<file path="config.mk">
export PLATFORM = sky130hd
export DESIGN_NAME = fetch_stage
export DESIGN_NICKNAME = d
export VERILOG_FILES = /design/src/rtl/riscv8_pkg.sv /design/src/rtl/jump_predecode.sv /design/src/rtl/fetch_stage.sv
export SDC_FILE = /design/constraint.sdc
export NUM_CORES = 1
export LEC_CHECK = 0
export CORE_AREA = 8 8 65 67
export DETAILED_ROUTE_END_ITERATION = 16
export DIE_AREA = 0 0 73 75
export PLACE_DENSITY = 0.71
export SYNTH_ARGS = -nofsm -noshare
export SYNTH_HDL_FRONTEND = slang
export SYNTH_HIERARCHICAL = 1
export SYNTH_SLANG_ARGS = --single-unit
</file>
<file path="constraint.sdc">
create_clock -name clk -period 1.5 [get_ports clk]
set_input_delay 0.45 -clock clk [delete_from_list [all_inputs] [get_ports clk]]
set_output_delay 0.45 -clock clk [all_outputs]
set_load 0.01 [all_outputs]
</file>
<file path="src/rtl/riscv8_pkg.sv">
// Shared types and constants for the 8-bit five-stage pipeline.
// Used by fetch_stage and, when FETCH_JUMP_PREDECODE_EN is defined, jump_predecode.
package riscv8_pkg;

    localparam int unsigned PC_W    = 8;
    localparam int unsigned INSTR_W = 8;
    localparam int unsigned IMM_W   = 6;

    typedef enum logic [1:0] {
        OPC_ALU = 2'b00,
        OPC_LD  = 2'b01,
        OPC_BR  = 2'b10,
        OPC_J   = 2'b11
    } opcode_t;

    typedef struct packed {
        logic               valid;
        logic [INSTR_W-1:0] instr;
        logic [PC_W-1:0]    pc;
    } ifid_t;

endpackage

</file>
<file path="src/rtl/jump_predecode.sv">
// Combinational decode of the j opcode and its pc-relative target.
// Compiled only when FETCH_JUMP_PREDECODE_EN is defined.
`ifdef FETCH_JUMP_PREDECODE_EN
module jump_predecode #(
    parameter int unsigned PC_W    = 8,
    parameter int unsigned INSTR_W = 8
) (
    input  logic [INSTR_W-1:0] instr,
    input  logic [PC_W-1:0]    pc,
    output logic               is_jump,
    output logic [PC_W-1:0]    target
);
    import riscv8_pkg::*;

    logic [PC_W-1:0] offset;

    always_comb begin
        is_jump = (instr[7:6] == OPC_J);
        offset  = {{(PC_W-IMM_W){instr[IMM_W-1]}}, instr[IMM_W-1:0]};
        // Truncation to PC_W gives modulo-2^PC_W wrap for both directions.
        target  = pc + PC_W'(1) + offset;
    end

endmodule
`endif

</file>
<file path="src/rtl/fetch_stage.sv">
// Instruction-fetch stage: PC, IF/ID register, stall/redirect/halt handling.
// Define FETCH_JUMP_PREDECODE_EN to resolve j in fetch via jump_predecode.
module fetch_stage #(
    parameter int unsigned     PC_W        = 8,
    parameter int unsigned     INSTR_W     = 8,
    parameter logic [PC_W-1:0] FETCH_LIMIT = 8
) (
    input  logic               clk,
    input  logic               rst,
    input  logic               stall_i,
    input  logic               redirect_valid_i,
    input  logic [PC_W-1:0]    redirect_pc_i,
    output logic [PC_W-1:0]    imem_pc_o,
    input  logic [INSTR_W-1:0] imem_instr_i,
    output logic               ifid_valid_o,
    output logic [INSTR_W-1:0] ifid_instr_o,
    output logic [PC_W-1:0]    ifid_pc_o,
    output logic               halted_o
);
    import riscv8_pkg::*;

    logic [PC_W-1:0] pc;
    logic [PC_W-1:0] next_pc;
    logic            halted;

`ifdef FETCH_JUMP_PREDECODE_EN
    logic            is_jump;
    logic [PC_W-1:0] jump_target;

    jump_predecode #(
        .PC_W    (PC_W),
        .INSTR_W (INSTR_W)
    ) u_predecode (
        .instr   (imem_instr_i),
        .pc      (pc),
        .is_jump (is_jump),
        .target  (jump_target)
    );

    always_comb begin
        next_pc = is_jump ? jump_target : pc + PC_W'(1);
    end
`else
    always_comb begin
        next_pc = pc + PC_W'(1);
    end
`endif

    always_ff @(posedge clk) begin
        if (!rst) begin
            pc           <= '0;
            halted       <= 1'b0;
            ifid_valid_o <= 1'b0;
            ifid_instr_o <= '0;
            ifid_pc_o    <= '0;
        end else if (redirect_valid_i) begin
            // Redirect beats stall so a flush is never lost behind a hazard hold.
            pc           <= redirect_pc_i;
            ifid_valid_o <= 1'b0;
            halted       <= (redirect_pc_i >= FETCH_LIMIT);
        end else if (stall_i) begin
            pc           <= pc;
        end else if (halted) begin
            ifid_valid_o <= 1'b0;
        end else begin
            ifid_valid_o <= 1'b1;
            ifid_instr_o <= imem_instr_i;
            ifid_pc_o    <= pc;
            pc           <= next_pc;
            halted       <= (next_pc >= FETCH_LIMIT);
        end
    end

    assign imem_pc_o = pc;
    assign halted_o  = halted;

endmodule

</file>
==> key figures <==
Run status
  – Status: completed

Worst setup path
  – CP max stage delay: 410 ps
  – Critical path's top delay family: flip-flops
  – Reg2Reg Setup Slack: 100 ps
  – Crit path cell chain: dlygate4sd2_1
  – Crit. End Element: output port
  – CP max FO: 7
  – R2R depth: 5
  – Required time at the worst-slack endpoint: 1050 ps
  – Worst EP arrival: 1000 ps
  – Startpoint types: flip-flop
  – Worst reg2reg startpoint: imem_pc_o[0]
  – Reg-to-Reg End: halted_o
  – Slowest-stage cell, CP: dfxtp_4
  – Buf/Inv on CP: 1
  – Critical Setup Path Class: flip-flop to output port

Floorplan
  – Die Y: 75 µm
  – Core ar.: roughly 3200 µm²
  – Die area: ~5500 µm²
  – Die Span X: ~73 µm
  – Site Rows: 21
  – Starting Density: 0.3759
  – # IOs: 46

Timing
  – Worst setup slack after layout: 48.20 ps
  – RSZ-0062 raised after global routing: true
  – Fmax: 688.8 MHz
  – Fin crit share: 0.9679
  – Final Max Slew Viols: 0
  – Clk_skew: 12.61 ps
  – Worst-margin pin slew: 347.4 ps
  – Max-slew headroom: 0.7655
  – Period minus WS final: 1452 ps
  – Hold Vio Cnt, Final: 0
  – Setup Viol. Count Final: 0

CTS
  – Clock latency on the worst-skew pair: 330 ps
  – Hold_buf cts: 0
  – Clock net sink count: 26
  – Post-CTS setup buffer count: 0
  – CTS Root Cell: clkbuf_4
  – TritonCTS Buffers: 3
  – Clk slew on worst S/H paths: 150 ps
  – CTS tree: built
  – CTS max path bufs: 2
  – Post-cts sizing count: 36
  – H-tree Lvls: 1

Yosys
  – Ys flop type: dfxtp_1
  – Cell count after synthesis: 142
  – Yosys Warn Count: 6
  – Post-synthesis register bit count: 26
  – Post-synth top area cell: dfxtp_1
  – Post-synthesis sequential area ratio: 0.4284
  – Synth cell types: 35
  – Top-count cell post-synth: nand2_1
  – Synth Area per Inst: 8.556 µm²
  – Post-Syn Area: 1215 µm²
  – Fraction of registers with async set/reset: 0
  – Syn nets: 163
  – Synth top cells by count: nand2_1 (37), dfxtp_1 (26), a21boi_1 (16)
  – EDFF count, synth: 0
  – Share of the synthesized area in the top cell type: 0.4284
  – Synth top area cells: dfxtp_1 (43%), nand2_1 (11%), a21boi_1 (9.9%)

Cells and area
  – Post-route insts no fill: 249
  – Utilization after layout: 0.5830
  – Antenna Cells: 0
  – Layout cells sized above 1: 0.1872
  – Fin nets: 225
  – Synth-to-layout area growth: 55.10%

Placed design
  – # port buffers: 45
  – DP Cell Count: 245
  – GP Congestion: a little over 0.8
  – Dpl ws: -288.5 ps
  – Dpl hpwl: about 2600 µm

Global routing
  – Vias in the first global route: 1,200
  – GRT Overall Usage: 0.1280
  – Largest net degree at the start of global routing: 17
  – Initial antenna violation count: 0
  – First-pass GRT wire length: 5616 µm
  – Gr ovfl total: 0

Flow run
  – Max-Cap Viols: 0

Min path
  – Worst Hold Class: flip-flop to flip-flop
  – Worst Hold End: ifid_pc_o[7]
  – Hold depth: 2
  – Hold wc startpoint: ifid_pc_o[7]

Pwr
  – Combinational group share of total power: 0.196
  – LEAKAGE: 0.8327 nW
  – Part of the power in the clock network: 0.313
  – Switch Pwr: roughly 0.00037 W
  – Sw Share: 0.2414
  – Reg power frac: 0.491
  – Peak supply drop: 497.8 µV
  – Int Pwr: roughly 0.0012 W
  – Pwr Density: 812.7 nW/µm²
  – Total power: approximately 0.0015 W

Drt
  – ANT nets after route: 0
  – DRT Pass-1 Iters: 4
  – Via-to-Cell Ratio: 4.799
  – WL/cell: 13.40 µm
  – WL final: between 3000 and 4000 µm
  – Via count: 1,195
  – Detailed Route Iter0 Violations: 58
  – DRC viols: 0
layout by cell type (no fill, tap or decap), drive strengths merged, types with 2 or more instances in the layout:
cell | synthesis | routed
dfxtp | 26 | 26
inv | 2 | 2
nand4 | 5 | 5
a21boi | 16 | 16
clkdlybuf4s15 | 0 | 4
clkdlybuf4s50 | 0 | 19
and2 | 3 | 3
o211a | 4 | 4
and3 | 3 | 3
nor3 | 3 | 3
a21oi | 2 | 2
nor3b | 2 | 2
xnor2 | 8 | 8
o21ai | 4 | 4
buf | 6 | 20
nand3 | 2 | 2
nand2 | 37 | 37
dlygate4sd2 | 0 | 22
nor2 | 4 | 4
nand2b | 4 | 4
clkbuf | 2 | 3
worst min-delay path, cell delays in order, from the launching register on:
cell and delay [ps]:
dfxtp_1 330, nand2_1 50, a21boi_1 50
how the worst max path moves through the flow:
stage	start	end	slack, ps	cells past startpoint
4_1_cts	imem_pc_o[3]	imem_pc_o[3]	30	1
3_5_place_dp	stall_i	imem_pc_o[2]	-290	6
5_1_grt	stall_i	imem_pc_o[0]	-10	6
3_3_place_gp	stall_i	imem_pc_o[2]	-250	6
2_1_floorplan	imem_pc_o[0]	imem_pc_o[6]	60	5
6_report	imem_pc_o[1]	imem_pc_o[1]	50	1
logic make-up (layout without fill, tap and decap cells):
group,count (synthesis),count (layout),share of synthesized area
flops,26,26,0.4284
mux,1,1,0.008239
simple gates,65,65,0.2636
xor+xnor,8,8,0.05767
compound gates,31,31,0.1885
buf+inv,10,71,0.04325
fa+ha+maj,1,1,0.01030
layout make-up:
cell class	count	area, µm²
fill	297	1348
timing repair buffer	65	573.1
clock inverter	1	30.03
inverter	2	7.507
sequential	26	541.8
multi-input combinational	106	651.9
clock buffer	3	22.52
tap	46	57.56
routing by layer:
metal / vias to the layer above / track usage / routed length [µm]
li1: 610 / - / -
met1: 541 / 0.1508 / 1455
met2: 38 / 0.2145 / 1583
met3: 6 / 0.04128 / 258
met4: 0 / 0.04222 / 38
met5: - / 0 / 0
state kept, by name, summed over array words and instances, names as in the netlist:
name          cells
ifid_instr_o      8
ifid_pc_o         8
imem_pc_o         8
halted_o          1
ifid_valid_o      1
power by group through the flow:
stage | combinational [W] | clock [W] | sequential [W]
2_1_floorplan | 0.000116 | 0 | 0.000784
3_3_place_gp | 0.000315 | 0 | 0.000768
3_5_place_dp | 0.000319 | 0 | 0.000769
4_1_cts | 0.000299 | 0.000490 | 0.000754
5_1_grt | 0.000329 | 0.000520 | 0.000759
6_report | 0.000300 | 0.000479 | 0.000753
per-stage QoR:
step | area (µm²) | hold slack, ps | TNS, ps
CTS | 1864 | 463.4 | 0
floorplan | 1215 | 479.2 | 0
global placement | 1828 | 441.6 | -4812
global route | 1884 | 482.4 | -14.77
detailed placement | 1828 | 446.3 | -5586
finish | 1884 | 458.4 | 0
Note: power is estimated with default switching activity, not from simulation.
